## config.mk

```make
export PLATFORM = sky130hd
export DESIGN_NAME = core_boot_ctrl
export DESIGN_NICKNAME = d
export VERILOG_FILES = /design/src/rtl/core_boot_ctrl.sv
export SDC_FILE = /design/constraint.sdc
export NUM_CORES = 1
export LEC_CHECK = 0
export BUFFER_PORTS_ARGS = -buffer_cell sky130_fd_sc_hd__buf_2
export CAP_MARGIN = 30
export CELL_PAD_IN_SITES_DETAIL_PLACEMENT = 0
export CELL_PAD_IN_SITES_GLOBAL_PLACEMENT = 1
export CORE_UTILIZATION = 42
export DETAILED_ROUTE_END_ITERATION = 12
export HOLD_SLACK_MARGIN = 0.03
export PLACE_DENSITY = 0.79
export SLEW_MARGIN = 0
export SYNTH_ARGS = -nofsm -noshare
export SYNTH_HDL_FRONTEND = slang
export SYNTH_SLANG_ARGS = --single-unit
```

## constraint.sdc

```tcl
create_clock -name clk_main_a0 -period 3.1 [get_ports clk_main_a0]
set_input_delay 0.775 -clock clk_main_a0 [delete_from_list [all_inputs] [get_ports clk_main_a0]]
set_output_delay 0.775 -clock clk_main_a0 [all_outputs]
set_load 0.02 [all_outputs]
```

## src/rtl/core_boot_ctrl.sv

```systemverilog
// core_boot_ctrl: releases the RISC-V core from reset once the host sets the
// run DIP. It watches the to-host mailbox for a pass/fail word, counts run
// cycles, enforces a timeout, and serves the BAR1 register window.
module core_boot_ctrl #(
   parameter int unsigned RST_HOLD_CYCLES = 16,
   parameter logic [11:0] TOHOST_OFFSET   = 12'h120,
   parameter logic [31:0] TIMEOUT_DEFAULT = 32'd1_000_000
) (
   input  logic        clk_main_a0,
   input  logic        rst_main,
   input  logic        vdip_run,
   input  logic        host_wr_valid,
   input  logic [11:0] host_wr_addr,
   input  logic [31:0] host_wr_data,
   output logic        host_wr_ready,
   input  logic        host_rd_valid,
   input  logic [11:0] host_rd_addr,
   output logic        host_rd_ready,
   output logic        host_rd_data_valid,
   output logic [31:0] host_rd_data,
   input  logic        core_tohost_we,
   input  logic [31:0] core_tohost_data,
   output logic        core_rst,
   output logic [15:0] vled
);

   typedef enum logic [2:0] {
      ST_IDLE = 3'd0,
      ST_HOLD = 3'd1,
      ST_RUN  = 3'd2,
      ST_DONE = 3'd3,
      ST_TOUT = 3'd4
   } state_t;

   localparam logic [11:0] ADDR_TOHOST  = TOHOST_OFFSET;
   localparam logic [11:0] ADDR_STATUS  = TOHOST_OFFSET + 12'h4;
   localparam logic [11:0] ADDR_CYCLES  = TOHOST_OFFSET + 12'h8;
   localparam logic [11:0] ADDR_TIMEOUT = TOHOST_OFFSET + 12'hC;
   localparam logic [31:0] BAD_READ     = 32'hDEAD_0BAD;
   // The counter counts down to zero inclusive, so load one less than the hold length.
   localparam logic [31:0] HOLD_LOAD    = 32'(RST_HOLD_CYCLES - 1);

   state_t      state_q, state_d;
   logic [31:0] hold_cnt_q, hold_cnt_d;
   logic [31:0] cycles_q, cycles_d;
   logic [31:0] tohost_q, tohost_d;
   logic [31:0] timeout_q, timeout_d;
   logic        pass_q, pass_d;
   logic        fail_q, fail_d;
   logic        core_rst_q, core_rst_d;
   logic        wr_ready_q, wr_ready_d;
   logic        rd_ready_q, rd_ready_d;
   logic        rd_data_valid_q, rd_data_valid_d;
   logic [31:0] rd_data_q, rd_data_d;
   logic [11:0] rd_addr_q, rd_addr_d;
   logic        core_wr;
   logic [31:0] rd_mux;

   // Cycle counter must stick at all-ones rather than wrap.
   function automatic logic [31:0] sat_inc(input logic [31:0] v);
      return (v == 32'hFFFF_FFFF) ? v : v + 32'd1;
   endfunction

   // Boot sequencing: next state, hold countdown, cycle count and verdict bits.
   always_comb begin
      state_d    = state_q;
      hold_cnt_d = hold_cnt_q;
      cycles_d   = cycles_q;
      pass_d     = pass_q;
      fail_d     = fail_q;
      case (state_q)
         ST_IDLE: begin
            if (vdip_run) begin
               state_d    = ST_HOLD;
               hold_cnt_d = HOLD_LOAD;
               cycles_d   = 32'd0;
               pass_d     = 1'b0;
               fail_d     = 1'b0;
            end
         end
         ST_HOLD: begin
            if (!vdip_run) begin
               state_d = ST_IDLE;
            end else if (hold_cnt_q == 32'd0) begin
               state_d = ST_RUN;
            end else begin
               hold_cnt_d = hold_cnt_q - 32'd1;
            end
         end
         ST_RUN: begin
            // A core verdict outranks a timeout landing on the same cycle;
            // the count only advances while the core stays in RUN.
            if (!vdip_run) begin
               state_d = ST_IDLE;
            end else if (core_tohost_we) begin
               state_d = ST_DONE;
               pass_d  = (core_tohost_data == 32'd0);
               fail_d  = (core_tohost_data != 32'd0);
            end else if (cycles_q == timeout_q) begin
               state_d = ST_TOUT;
            end else begin
               cycles_d = sat_inc(cycles_q);
            end
         end
         ST_DONE, ST_TOUT: begin
            if (!vdip_run) state_d = ST_IDLE;
         end
         default: state_d = ST_IDLE;
      endcase
      // Registered so core_rst drops on the same edge that enters RUN.
      core_rst_d = (state_d != ST_RUN);
   end

   // Host register window: one-cycle ready pulses, core writes beat host writes.
   always_comb begin
      wr_ready_d = host_wr_valid & ~wr_ready_q;
      rd_ready_d = host_rd_valid & ~rd_ready_q;
      rd_addr_d  = rd_ready_d ? host_rd_addr : rd_addr_q;
      core_wr    = core_tohost_we & (state_q == ST_RUN);
      tohost_d   = tohost_q;
      timeout_d  = timeout_q;
      if (core_wr) begin
         tohost_d = core_tohost_data;
      end else if (wr_ready_d && (host_wr_addr == ADDR_TOHOST)) begin
         tohost_d = host_wr_data;
      end
      if (wr_ready_d && (host_wr_addr == ADDR_TIMEOUT)) begin
         timeout_d = host_wr_data;
      end
      case (rd_addr_q)
         ADDR_TOHOST:  rd_mux = tohost_q;
         ADDR_STATUS:  rd_mux = {27'd0, fail_q, pass_q, state_q};
         ADDR_CYCLES:  rd_mux = cycles_q;
         ADDR_TIMEOUT: rd_mux = timeout_q;
         default:      rd_mux = BAD_READ;
      endcase
      // Data is returned the cycle after the ready pulse and held afterwards.
      rd_data_valid_d = rd_ready_q;
      rd_data_d       = rd_ready_q ? rd_mux : rd_data_q;
   end

   // State and register update with synchronous reset of everything.
   always_ff @(posedge clk_main_a0) begin
      if (rst_main) begin
         state_q         <= ST_IDLE;
         hold_cnt_q      <= 32'd0;
         cycles_q        <= 32'd0;
         tohost_q        <= 32'd0;
         timeout_q       <= TIMEOUT_DEFAULT;
         pass_q          <= 1'b0;
         fail_q          <= 1'b0;
         core_rst_q      <= 1'b1;
         wr_ready_q      <= 1'b0;
         rd_ready_q      <= 1'b0;
         rd_data_valid_q <= 1'b0;
         rd_data_q       <= 32'd0;
         rd_addr_q       <= 12'd0;
      end else begin
         state_q         <= state_d;
         hold_cnt_q      <= hold_cnt_d;
         cycles_q        <= cycles_d;
         tohost_q        <= tohost_d;
         timeout_q       <= timeout_d;
         pass_q          <= pass_d;
         fail_q          <= fail_d;
         core_rst_q      <= core_rst_d;
         wr_ready_q      <= wr_ready_d;
         rd_ready_q      <= rd_ready_d;
         rd_data_valid_q <= rd_data_valid_d;
         rd_data_q       <= rd_data_d;
         rd_addr_q       <= rd_addr_d;
      end
   end

   assign host_wr_ready      = wr_ready_q;
   assign host_rd_ready      = rd_ready_q;
   assign host_rd_data_valid = rd_data_valid_q;
   assign host_rd_data       = rd_data_q;
   assign core_rst           = core_rst_q;
   assign vled               = {10'd0, ~core_rst_q, fail_q, pass_q, state_q};

endmodule

```

# --- After elaboration in Yosys (flattened, before gate mapping) ---
# Cells that the tools add are included.
op_classes:
  addsub: 2
  n_eq_ne: 21
  muxes: 28
  bitwise_logic: 6
  reduce_logical: 13
op_table:
  columns: ["cell", "n"]
  rows:
  - ["32-bit two-way mux", 10]
  - ["32-bit case mux with 2 select lines", 2]
  - ["32-bit case mux with 4 select lines", 1]
  - ["12-bit by 9-bit == test with 1-bit output (second input constant)", 6]
  - ["32-bit logical NOT", 2]
  - ["32-bit by 1-bit adder with 32-bit output (second input constant)", 1]
  - ["32-bit == test", 1]
  - ["32-bit == test (second input constant)", 1]
  - ["32-bit nonzero test", 1]
  - ["32-bit by 1-bit subtractor with 32-bit output (second input constant)", 1]
  - ["3-bit two-way mux", 7]
  - ["2-bit inequality test (second input constant)", 8]
  - ["3-bit case mux with 4 select lines", 1]
  - ["4-bit AND reduction", 2]
  - ["3-bit by 2-bit == test with 1-bit output (second input constant)", 2]
  - ["6-bit AND reduction", 1]
  - ["2-bit nonzero test", 3]
  - ["1-bit two-way mux", 5]
  - ["1-bit case mux with 2 select lines", 2]
  - ["1-bit AND", 3]
  - ["3-bit by 1-bit == test with 1-bit output (second input constant)", 1]
  - ["3-bit == test (second input constant)", 1]
  - ["3-bit logical NOT", 1]
  - ["3-bit by 2-bit inequality test with 1-bit output (second input constant)", 1]
  - ["3 further kinds", 6]
totals:
  ff_bits: 181
  wordCells: 83

# --- Depth between registers and ports, before layout ---
# Gate-level depths: netlist (run 1).
depth:
  ltp_word: 6
  depth_mapped: 9
  mapped_depth_nobuf: 8

# --- Worst setup path after synthesis (run 1) ---
# OpenSTA, ideal clock, no wires.
synth_timing:
  path_kind: "input -> register"
  startpoint: "input vdip_run"
  endpoint: "register cycles_q[26]"
  setup_ns: 0.070
  arrival_ns: 2.577
  setup_slack_ns: 0.453
  cell_stages: 5
  path_buffers: 0
  path_cell_list: "or3b_4 -> or4_4 -> or4_1 -> or3_1 -> a21oi_1"
synth_between:
  elab_chain_cells: 2
  elab_cells_between_ends: 3
  classes_between: "eq/ne: 2; reduce/logical: 1"
synth_rtl:
  columns: ["item", "line", "text"]
  rows:
  - ["start, declared", "11", "input logic vdip_run,"]
  - ["2-bit inequality test (no line)", null, null]
  - ["6-bit AND reduction (no line) (*)", null, null]
  - ["end signal, assigned", "161", "cycles_q <= cycles_d;"]
  - ["end, declared", "45", "logic [31:0] cycles_q, cycles_d;"]
# Every way passes the cells marked *; elsewhere a longest branch is shown, timed or not.
# A chain may end at the register's enable or synchronous reset.

# --- Worst setup path in the final report (run 1) ---
layout_timing:
  startpoint: "register hold_cnt_q[0]"
  endpoint: "register hold_cnt_q[2]"
layout_between:
  elab_chain_cells: 4
  elab_cells_between_ends: 7
  classes_between: "add/sub: 1; eq/ne: 1; mux: 3; reduce/logical: 2"
layout_rtl:
  columns: ["item", "line", "text"]
  rows:
  - ["start, declared", "44", "logic [31:0] hold_cnt_q, hold_cnt_d;"]
  - ["start signal, assigned", "160", "hold_cnt_q <= hold_cnt_d;"]
  - ["32-bit by 1-bit subtractor with 32-bit output", "87", "hold_cnt_d = hold_cnt_q - 32'd1;"]
  - ["32-bit two-way mux", "84", "end else if (hold_cnt_q == 32'd0) begin"]
  - ["32-bit two-way mux", "82", "if (!vdip_run) begin"]
  - ["32-bit case mux with 2 select lines", "71", "case (state_q)"]
# Parallel ways exist; a longest one is shown, timed or not. The select of a mux whose other input is x is not followed.

==> summary.txt, run 1 <==
Routing
  • DRC violation total after the first TritonRoute iteration: 472
  • Drt first pass iters: 4
  • Detailed-route wire length per cell: roughly 18 um
  • Post-detailed-routing wire length: ~26000 um
  • Antenna viol nets, final: 0
  • Detailed-route vias per instance: 5.59
  • Count of unresolved DRC violations after routing: 0
  • Total number of vias: about 8400

GRT
  • Number of antenna violations at the first check in global routing: 0
  • Global route overflow: 0
  • Global-route track usage on met2: 0.377
  • Busiest grt layer: met2
  • Met3 demand-to-capacity share in global routing: 0.0410
  • Met1 Usage GRT: 0.340
  • Maximum number of pins on one net before global-route repair: between 100 and 150
  • GRT Overall Usage: 0.241
  • First-pass GRT wire length: 41700 um
  • Via count of the first global-routing pass: roughly 7600

Synth
  • Synthesized-area fraction occupied by and/or/nand/nor cells: 0.310
  • Synthesized flop and latch total: ~180
  • Number of standard cells after synthesis: approximately 1100
  • Share of the yosys chip area belonging to registers: 0.399
  • Mux contribution to synthesized area: 0.0566
  • Number of enable-type register cells in the synthesized netlist: 0
  • Count of yosys warnings during synthesis: 0
  • Distinct cell type count of the synthesized netlist: 59
  • Complex-gate fraction of the synthesized area: 0.129
  • Per-instance average area after synthesis: roughly 8.0 um^2
  • Main combinational cell family by area after synthesis: simple AND/OR/NAND/NOR gates
  • Top-area cell type share of the netlist area: 0.399
  • Post-Synthesis Cell Area: 9080 um^2
  • Ys flop type: sky130_fd_sc_hd__dfxtp_1
  • Post-synthesis share of cell area spent on full adders, half adders and majority gates: 0.00275
  • Synth top area cells: sky130_fd_sc_hd__dfxtp_1 40%, sky130_fd_sc_hd__nand2_1 8.3%, sky130_fd_sc_hd__xnor2_1 5.1%
  • Post-synth ARST share: 0
  • Area share of xor/xnor cells in the synthesized design: 0.0511
  • Library cell with the largest summed area after synthesis: sky130_fd_sc_hd__dfxtp_1

Floorplanning
  • Die extent in y: around 150 um
  • Number of placement rows: 53
  • Area enclosed by the die boundary: between 20000 and 25000 um^2
  • I/O pins: between 100 and 150
  • Die width: between 100 and 150 um
  • Initial Util: 0.431
  • Core footprint: roughly 21000 um^2

Final layout
  • Final-layout fill cell count: 2131
  • Layout cell share with drive strength beyond 1: 0.190
  • Final standard cell area without fillers: approximately 11000 um^2
  • Fin nets: around 1300
  • Count of inserted antenna diode cells: 0
  • Post-Layout Cell Count: between 1500 and 2000
  • Synthesis-to-finish area growth: 16.2%

Worst setup path
  • Critical path class: reg2reg
  • Max incr delay on CP: between 0.5 and 0.6 ns
  • Critical Path, Cell by Cell: inv_1 > ha_1 > or4b_1 > or4_4 > nor4_4 > nor2_1 > a21bo_1 > a31oi_1
  • Element type at the critical path start: register
  • Arrival time of data at the critical path endpoint: 2.89 ns
  • Required @ worst endpoint: 3.46 ns
  • Worst setup EP type: register
  • Crit Path Max Fanout: 7
  • Master of the slowest instance on the critical path: sky130_fd_sc_hd__or4_4
  • CP top delay family: simple AND/OR/NAND/NOR gates
  • Critical path buffers and inverters: 1

Clock network
  • # H-tree levels: 4
  • Clock slew at the register clock pins of the worst setup and hold paths: about 0.070 ns
  • Clk Latency, worst-skew pair: approximately 0.44 ns
  • Number of buffers inserted to repair setup after CTS: 0
  • Maximum clock insertion buffer count: 2
  • Number of sinks handled by clock tree synthesis: around 180
  • Resize count post-CTS: 0
  • TritonCTS clock tree: done
  • CTS buffer count: 17
  • Hold-fix buffers, CTS: 0
  • Root buf cell: sky130_fd_sc_hd__clkbuf_16

STA
  • Worst relative slew slack: 0.454
  • Final hold violations: 0
  • Period utilisation layout: 0.817
  • Total negative setup slack: 0 ns
  • Max-slew violation count: 0
  • Transition at the pin with the smallest max-transition slack: between 0.8 and 0.9 ns
  • Maximum clock skew at final layout: approximately 0.012 ns
  • Final min period: approximately 2.5 ns
  • Maximum clock rate: approximately 0.4 GHz
  • Final setup violating endpoints: 0
  • Setup repair after global routing missed its margin: false

Power
  • Power per unit of standard cell area: between 400 and 500 nW/um^2
  • Leakage component of the power: approximately 4.0 nW
  • Largest voltage drop on the vdd net: ~0.31 mV

Hold path
  • Hold crit path type: reg2reg

Placed design
  • Routability congestion estimate from global placement: 0.810
  • Placed wire-length estimate: between 15000 and 20000 um
  • Number of buffer cells added on primary ports: approximately 140
  • Standard cell area after detailed placement: about 10000 um^2
  • Post-placement cell count: 1479

Run
  • Max-capacitance violation count: 0

Run status
  • Run status: complete, no violations
[cells by family (layout without fill, tap and decap cells)]
family | Yosys count | in the layout
AOI/OAI and AO/OA | 177 | 177
xor gates and xnor gates | 53 | 53
adders and majority gates | 2 | 2
buffers and inverters | 110 | 205
DFF | 181 | 181
muxes | 43 | 43
other | 1 | 10
and+or+nand+nor | 565 | 565
[worst reg2reg max path: cells and delay by family (launching register included)]
kind	cells	cell delay (ns)
AOI/OAI and AO/OA	2	0.36
and+or+nand+nor	4	1.51
DFF	1	0.35
buffers and inverters	1	0.07
adders and majority gates	1	0.17
[worst paths after layout]
path                              start                    endpoint  slack [ns]  depth (start not counted)
max          hold_cnt_q[0]$_SDFFE_PP0P_  hold_cnt_q[2]$_SDFFE_PP0P_        0.57                          8
min           rd_addr_q[1]$_SDFFE_PP0P_   rd_addr_q[1]$_SDFFE_PP0P_        0.45                          2
max reg2reg  hold_cnt_q[0]$_SDFFE_PP0P_  hold_cnt_q[2]$_SDFFE_PP0P_        0.57                          8
min reg2reg   rd_addr_q[1]$_SDFFE_PP0P_   rd_addr_q[1]$_SDFFE_PP0P_        0.45                          2
[state kept, by name (all words and copies together) (netlist names), 3 cells and up]
signal        cells
cycles_q         32
hold_cnt_q       32
host_rd_data     32
rd_addr_q        12
state_q           3
timeout_q        32
tohost_q         32
[layout by cell type (no fill, tap or decap), drive strengths merged, types with 5 or more instances in the layout]
master  instances
nor2          111
nand4b          9
and3            9
nor4           30
o21ai          26
nand2         201
mux2           17
conb           10
or4            14
nor3           39
buf           166
nand2b         18
mux4            5
o311ai          5
nand4          30
mux2i          21
nand3b         10
clkbuf         18
a21oi          71
a221oi         16
o31ai           5
xnor2          53
or3            28
dfxtp         181
a311oi         32
inv            14
clkinv          6
nand3          37
[per-stage QoR]
stage / hold WS [ns] / total power [W] / util / worst slack, ns
2_1_floorplan: 0.431 / 0.00294 / - / 0.453
3_3_place_gp: 0.440 / 0.00313 / 0.473 / 0.232
3_5_place_dp: 0.447 / 0.00314 / 0.473 / 0.215
4_1_cts: 0.457 / 0.00526 / 0.500 / 0.555
5_1_grt: 0.487 / 0.00543 / 0.500 / 0.418
6_report: 0.452 / 0.00522 / 0.500 / 0.568
[where the power goes]
group	switching (W)	leakage (nW)	total (W)	internal, W
Combinational	0.000386	2.22	0.000640	0.000254
Clock	0.00105	0.281	0.00214	0.00109
Sequential	0.0000550	1.47	0.00244	0.00239
[layout make-up]
cell class,instances,area [um^2],share of cell area
multi-input cells,850,5050,0.478
flip-flops and latches,181,3620,0.343
repair buffers,166,936,0.0887
clock buffers,18,439,0.0416
well taps,275,344,0.0326
clock inverters,14,134,0.0127
inverters,7,26.3,0.00249
[routing by layer]
metal / wire [um] / share of wire / up-vias
met3: 1640 / 0.062 / 20
met5: 0 / 0 / -
li1: - / - / 4199
met2: 12100 / 0.46 / 268
met1: 12400 / 0.47 / 3961
met4: 315 / 0.012 / 0
[synthesized netlist by cell type, types with 3 or more instances]
cell type / number
sky130_fd_sc_hd__a21oi_1: 71
sky130_fd_sc_hd__a221oi_1: 16
sky130_fd_sc_hd__a311oi_1: 32
sky130_fd_sc_hd__a31oi_1: 3
sky130_fd_sc_hd__and2_1: 3
sky130_fd_sc_hd__and3_1: 9
sky130_fd_sc_hd__and4_1: 4
sky130_fd_sc_hd__buf_1: 8
sky130_fd_sc_hd__buf_2: 3
sky130_fd_sc_hd__buf_4: 12
sky130_fd_sc_hd__clkbuf_1: 80
sky130_fd_sc_hd__dfxtp_1: 181
sky130_fd_sc_hd__inv_1: 7
sky130_fd_sc_hd__mux2_2: 17
sky130_fd_sc_hd__mux2i_1: 21
sky130_fd_sc_hd__mux4_2: 5
sky130_fd_sc_hd__nand2_1: 201
sky130_fd_sc_hd__nand2b_1: 18
sky130_fd_sc_hd__nand3_1: 37
sky130_fd_sc_hd__nand3b_1: 10
sky130_fd_sc_hd__nand4_1: 30
sky130_fd_sc_hd__nand4b_1: 9
sky130_fd_sc_hd__nor2_1: 111
sky130_fd_sc_hd__nor2b_1: 4
sky130_fd_sc_hd__nor3_1: 39
sky130_fd_sc_hd__nor3b_1: 3
sky130_fd_sc_hd__nor4_1: 26
sky130_fd_sc_hd__nor4_4: 3
sky130_fd_sc_hd__nor4b_1: 4
sky130_fd_sc_hd__o211ai_1: 3
sky130_fd_sc_hd__o21ai_0: 24
sky130_fd_sc_hd__o311ai_0: 5
sky130_fd_sc_hd__o31ai_1: 4
sky130_fd_sc_hd__o41ai_1: 4
sky130_fd_sc_hd__or3_1: 28
sky130_fd_sc_hd__or4_1: 12
sky130_fd_sc_hd__xnor2_1: 53
Power figures use the tool's default switching activity.
==> run 2: changes to the inputs <==
clock period = 2.6 ns   (was 3.1 ns; I/O delays follow)
==> run 2 against run 1 <==
Sequential share of layout area fell by 1.0 points. Total power grew 21%. Combinational power grew 26%. Die area unchanged. Clock power is 21% higher. Maximum frequency rose by 7.3%. First-iteration DRC count fell by 0.21%.
==> summary.txt, run 2 (synthesized netlist as in run 1, its figures left out) <==
Run status
  • Run status: complete, no violations

STA
  • Period utilisation layout: 0.908
  • Final hold violations: 0
  • Setup repair after global routing missed its margin: false
  • Final min period: 2.36 ns
  • Maximum clock rate: about 0.42 GHz
  • Final setup violating endpoints: 0
  • Post-route worst hold slack: ~0.42 ns
  • Maximum clock skew at final layout: roughly 0.016 ns
  • Worst relative slew slack: 0.463
  • Max-slew violation count: 0
  • Transition at the pin with the smallest max-transition slack: ~0.8 ns
  • Total negative setup slack: 0 ns

Floorplanning
  • Die width: 149 um
  • Core footprint: approximately 21000 um^2
  • Initial Util: 0.431
  • I/O pins: 146
  • Die extent in y: approximately 150 um
  • Area enclosed by the die boundary: approximately 22000 um^2
  • Number of placement rows: between 50 and 60

Final layout
  • Final-layout fill cell count: between 2000 and 2500
  • Count of inserted antenna diode cells: 0
  • Synthesis-to-finish area growth: 19.8%
  • Fin nets: 1353
  • Layout cell share with drive strength beyond 1: 0.211
  • Final standard cell area without fillers: 10900 um^2
  • Highest-count cells in the layout ignoring fill and taps: 201 x sky130_fd_sc_hd__nand2_1, 180 x sky130_fd_sc_hd__dfxtp_1, 134 x sky130_fd_sc_hd__buf_2
  • End-of-flow core utilization: 0.516
  • Leading cell type in the layout, fill and taps excluded: sky130_fd_sc_hd__nand2_1

Power
  • Switching share of total power: 0.292
  • Cell internal power dissipation: approximately 0.0045 W
  • Proportion of power drawn by flip-flops and latches: 0.461
  • Clock group share of total power: 0.412
  • Overall power after layout: 0.00632 W
  • Net Switching: about 0.0018 W
  • Power per unit of standard cell area: 581 nW/um^2
  • Leakage component of the power: ~4.2 nW
  • Largest voltage drop on the vdd net: 0.356 mV
  • Combinational share of power: 0.128

Clock network
  • Maximum clock insertion buffer count: 2
  • TritonCTS clock tree: done
  • # H-tree levels: 4
  • CTS buffer count: 17
  • Clock slew at the register clock pins of the worst setup and hold paths: 0.08 ns
  • Root buf cell: sky130_fd_sc_hd__clkbuf_16
  • Hold-fix buffers, CTS: 0
  • Clk Latency, worst-skew pair: 0.45 ns
  • Number of sinks handled by clock tree synthesis: 181
  • Resize count post-CTS: 0
  • Number of buffers inserted to repair setup after CTS: 0

Routing
  • Total number of vias: ~8600
  • Antenna viol nets, final: 0
  • Detailed-route vias per instance: ~5.6
  • Post-detailed-routing wire length: 26800 um
  • Detailed-route wire length per cell: approximately 17 um
  • DRC violation total after the first TritonRoute iteration: 471
  • Drt first pass iters: 5
  • Count of unresolved DRC violations after routing: 0

GRT
  • Via count of the first global-routing pass: around 8000
  • Number of antenna violations at the first check in global routing: 0
  • GRT Overall Usage: 0.246
  • Maximum number of pins on one net before global-route repair: 65
  • Global route overflow: 0
  • First-pass GRT wire length: 42800 um

Placed design
  • Routability congestion estimate from global placement: between 0.8 and 0.9
  • Number of buffer cells added on primary ports: 135
  • Standard cell area after detailed placement: just over 10000 um^2
  • Placed wire-length estimate: between 15000 and 20000 um

Worst setup path
  • Crit Path Max Fanout: 9
  • R2r startpoint: hold_cnt_q[0]$_SDFFE_PP0P_
  • Worst setup EP type: register
  • Depth of the most critical reg-to-reg path: 8
  • Reg-to-reg setup timing slack: about 0.24 ns
  • CP endpoint: hold_cnt_q[20]$_SDFFE_PP0P_
  • Arrival time of data at the critical path endpoint: 2.70 ns
  • Element type at the critical path start: register
  • End of the worst register-to-register path: hold_cnt_q[20]$_SDFFE_PP0P_
  • Critical path class: reg2reg
  • CP startpoint: hold_cnt_q[0]$_SDFFE_PP0P_
  • Required @ worst endpoint: around 3 ns

Hold path
  • Hold crit path type: in2reg

Run
  • Max-capacitance violation count: 0
==> run 2: changes by cell type in the layout (fill, tap and decap cells not counted) <==
cell / previous run / this run
sky130_fd_sc_hd__buf_4: 30 / 60
sky130_fd_sc_hd__buf_12: 2 / 6
sky130_fd_sc_hd__clkinv_4: 6 / 2
sky130_fd_sc_hd__clkinv_8: 0 / 4
sky130_fd_sc_hd__clkbuf_1: 0 / 1
sky130_fd_sc_hd__clkbuf_8: 1 / 0
==> run 2: metal layers <==
| metal | routed length [um] | share of wire | up-vias | global-route usage |
|---|---|---|---|---|
| met1 | 12900 | 0.48 | 4055 | 0.343 |
| li1 | - | - | 4270 | - |
| met5 | 0 | 0 | - | 0 |
| met2 | 12000 | 0.45 | 265 | 0.383 |
| met4 | 559 | 0.021 | 0 | 0.0847 |
| met3 | 1340 | 0.050 | 33 | 0.0419 |
==> run 2: worst max-delay path, stage by stage (launching register included) <==
cell and delay (ns):
sky130_fd_sc_hd__dfxtp_1 0.35, sky130_fd_sc_hd__inv_1 0.07, sky130_fd_sc_hd__ha_1 0.17, sky130_fd_sc_hd__or4b_1 0.48, sky130_fd_sc_hd__or2_1 0.30, sky130_fd_sc_hd__nor4_4 0.54
sky130_fd_sc_hd__nor3b_1 0.12, sky130_fd_sc_hd__xnor2_1 0.17, sky130_fd_sc_hd__nor2_1 0.05
==> run 2: worst min path at each step <==
stage                         startpoint                          to  depth (start not counted)
3_3_place_gp   rd_addr_q[4]$_SDFFE_PP0P_   rd_addr_q[4]$_SDFFE_PP0P_                          2
3_5_place_dp   rd_addr_q[4]$_SDFFE_PP0P_   rd_addr_q[4]$_SDFFE_PP0P_                          2
4_1_cts                 host_wr_data[19]  timeout_q[19]$_SDFFE_PP1P_                          3
2_1_floorplan  rd_addr_q[4]$_SDFFE_PP0P_   rd_addr_q[4]$_SDFFE_PP0P_                          2
5_1_grt                 host_wr_data[19]  timeout_q[19]$_SDFFE_PP1P_                          3
6_report                host_wr_data[19]  timeout_q[19]$_SDFFE_PP1P_                          3
==> run 2: final cells by class <==
| cell class | count | area (um^2) | share of cell area |
|---|---|---|---|
| multi-input cells | 850 | 5050 | 0.464 |
| flip-flops and latches | 181 | 3620 | 0.333 |
| repair buffers | 200 | 1240 | 0.114 |
| clock buffers | 18 | 429 | 0.0395 |
| well taps | 275 | 344 | 0.0316 |
| clock inverters | 14 | 164 | 0.0151 |
| inverters | 7 | 26.3 | 0.00242 |
==> run 2: power by group through the flow <==
stage / sequential [W] / combinational [W] / clock [W]
6_report: 0.00291 / 0.000808 / 0.00260
5_1_grt: 0.00292 / 0.000896 / 0.00275
4_1_cts: 0.00291 / 0.000810 / 0.00265
3_5_place_dp: 0.00298 / 0.000806 / 0
3_3_place_gp: 0.00298 / 0.000801 / 0
2_1_floorplan: 0.00299 / 0.000519 / 0
==> run 2: through the flow <==
step,std cells,worst slack (ns)
after floorplan,1141,0.0779
after global placement,1513,-0.0924
after detailed placement,1513,-0.101
after CTS,1545,0.213
after global routing,1545,0.0704
final,1545,0.240
==> run 3: changes to the inputs <==
CORE_ASPECT_RATIO = 1.4   (was unset)
CORE_MARGIN = 4   (was unset)
==> run 3 against run 2 <==
Combinational power rose by 2%. Core utilization fell by 0.63 points. Wire length rose by 4.5%. Clock power rose by 5%.
==> summary.txt, run 3 (synthesized netlist as in run 1, its figures left out) <==
Clock network
  • Resize count post-CTS: 0
  • Maximum clock insertion buffer count: 2
  • Hold-fix buffers, CTS: 0
  • TritonCTS clock tree: done
  • CTS buffer count: 17
  • Number of buffers inserted to repair setup after CTS: 0
  • # H-tree levels: 4
  • Clock slew at the register clock pins of the worst setup and hold paths: about 0.070 ns
  • Clk Latency, worst-skew pair: about 0.45 ns
  • Root buf cell: sky130_fd_sc_hd__clkbuf_16
  • Number of sinks handled by clock tree synthesis: about 180

Final layout
  • Highest-count cells in the layout ignoring fill and taps: 201 x sky130_fd_sc_hd__nand2_1, 180 x sky130_fd_sc_hd__dfxtp_1, 134 x sky130_fd_sc_hd__buf_2
  • Leading cell type in the layout, fill and taps excluded: sky130_fd_sc_hd__nand2_1
  • Synthesis-to-finish area growth: 18.9%
  • Final-layout fill cell count: ~2100
  • Layout cell share with drive strength beyond 1: 0.206
  • Count of inserted antenna diode cells: 0
  • Fin nets: approximately 1300
  • Post-Layout Cell Count: between 1500 and 2000

GRT
  • Met1 Usage GRT: 0.307
  • Global route overflow: 0
  • GRT Overall Usage: 0.230
  • Via count of the first global-routing pass: approximately 8500
  • Busiest grt layer: met2
  • Maximum number of pins on one net before global-route repair: roughly 140
  • Number of antenna violations at the first check in global routing: 0
  • Global-route track usage on met2: 0.368
  • Met3 demand-to-capacity share in global routing: 0.0382
  • First-pass GRT wire length: between 40000 and 50000 um

Worst setup path
  • Critical path class: reg2reg
  • Required @ worst endpoint: ~3 ns
  • Arrival time of data at the critical path endpoint: approximately 2.7 ns
  • Worst setup EP type: register
  • Element type at the critical path start: register
  • Crit Path Max Fanout: 9

STA
  • Maximum clock rate: between 0.4 and 0.5 GHz
  • Worst relative slew slack: 0.406
  • Final setup violating endpoints: 0
  • Maximum clock skew at final layout: approximately 0.012 ns
  • Final hold violations: 0
  • Final min period: 2.39 ns
  • Transition at the pin with the smallest max-transition slack: approximately 0.9 ns
  • Post-route worst hold slack: between 0.4 and 0.5 ns
  • Setup repair after global routing missed its margin: false
  • Period utilisation layout: 0.918
  • Max-slew violation count: 0

Power
  • Power per unit of standard cell area: around 600 nW/um^2
  • Proportion of power drawn by flip-flops and latches: 0.450
  • Largest voltage drop on the vdd net: ~0.44 mV
  • Clock group share of total power: 0.423
  • Leakage component of the power: 4.12 nW
  • Net Switching: around 0.0017 W
  • Switching share of total power: 0.267
  • Cell internal power dissipation: about 0.0047 W
  • Combinational share of power: 0.127

Routing
  • Drt first pass iters: 5
  • Antenna viol nets, final: 0
  • Post-detailed-routing wire length: 28000 um
  • DRC violation total after the first TritonRoute iteration: roughly 570
  • Detailed-route wire length per cell: approximately 18 um
  • Total number of vias: approximately 9000
  • Detailed-route vias per instance: about 5.8
  • Count of unresolved DRC violations after routing: 0

Hold path
  • Hold crit path type: in2reg

Floorplanning
  • Core footprint: 21200 um^2
  • Area enclosed by the die boundary: roughly 24000 um^2
  • Number of placement rows: 63
  • Initial Util: 0.428
  • Die width: ~130 um
  • I/O pins: ~150
  • Die extent in y: 182 um

Placed design
  • Placed wire-length estimate: 19900 um
  • Number of buffer cells added on primary ports: around 140
  • Post-placement cell count: 1491
  • Routability congestion estimate from global placement: about 0.86

Run status
  • Run status: complete, no violations

Run
  • Max-capacitance violation count: 0
run 3: layer usage:
metal	vias to the layer above	part of all wire	routed length [um]
met1	4139	0.44	12200
met2	296	0.47	13200
met3	67	0.059	1660
met5	-	0	0
li1	4256	-	-
met4	0	0.035	982
run 3: power by group through the flow:
stage	clock network [W]	logic [W]	registers, W
finish	0.00273	0.000824	0.00291
global route	0.00288	0.000914	0.00292
CTS	0.00279	0.000826	0.00291
detailed placement	0	0.000822	0.00298
global placement	0	0.000815	0.00297
floorplan	0	0.000519	0.00299
run 3: layout make-up:
class,instances,area [um^2],area share
clock buffer,19,443,0.0410
timing repair buffer,193,1160,0.108
inverter,7,26.3,0.00243
tap,260,325,0.0301
clock inverter,12,173,0.0160
multi-input combinational,850,5050,0.467
sequential,181,3620,0.335
run 3: stage by stage:
stage	setup TNS, ns	cell area (um^2)	setup slack [ns]	utilization	total power, W
final	0	10800	0.213	0.510	0.00647
after global routing	0	10800	0.0270	0.510	0.00671
after CTS	0	10800	0.205	0.510	0.00653
after detailed placement	-0.162	10200	-0.0731	0.480	0.00380
after global placement	-0.0745	10200	-0.0594	0.480	0.00379
after floorplan	0	9120	0.0779	-	0.00350
run 3: worst paths after layout:
| check | endpoint | cells past startpoint | slack (ns) | start |
|---|---|---|---|---|
| worst max-delay path | hold_cnt_q[17]$_SDFFE_PP0P_ | 8 | 0.21 | hold_cnt_q[0]$_SDFFE_PP0P_ |
| worst min-delay path | timeout_q[18]$_SDFFE_PP1P_ | 3 | 0.44 | host_wr_data[18] |
| worst max register to register | hold_cnt_q[17]$_SDFFE_PP0P_ | 8 | 0.21 | hold_cnt_q[0]$_SDFFE_PP0P_ |
| worst min register to register | rd_addr_q[6]$_SDFFE_PP0P_ | 2 | 0.45 | rd_addr_q[6]$_SDFFE_PP0P_ |
run 3: critical path, stage by stage (launching register included):
cell and delay [ns]:
sky130_fd_sc_hd__dfxtp_1 0.34, sky130_fd_sc_hd__inv_1 0.07, sky130_fd_sc_hd__ha_1 0.17, sky130_fd_sc_hd__or4b_1 0.48
sky130_fd_sc_hd__or2_1 0.30, sky130_fd_sc_hd__nor4_4 0.55, sky130_fd_sc_hd__nor4_1 0.14, sky130_fd_sc_hd__xnor2_1 0.18
sky130_fd_sc_hd__nor2_1 0.05
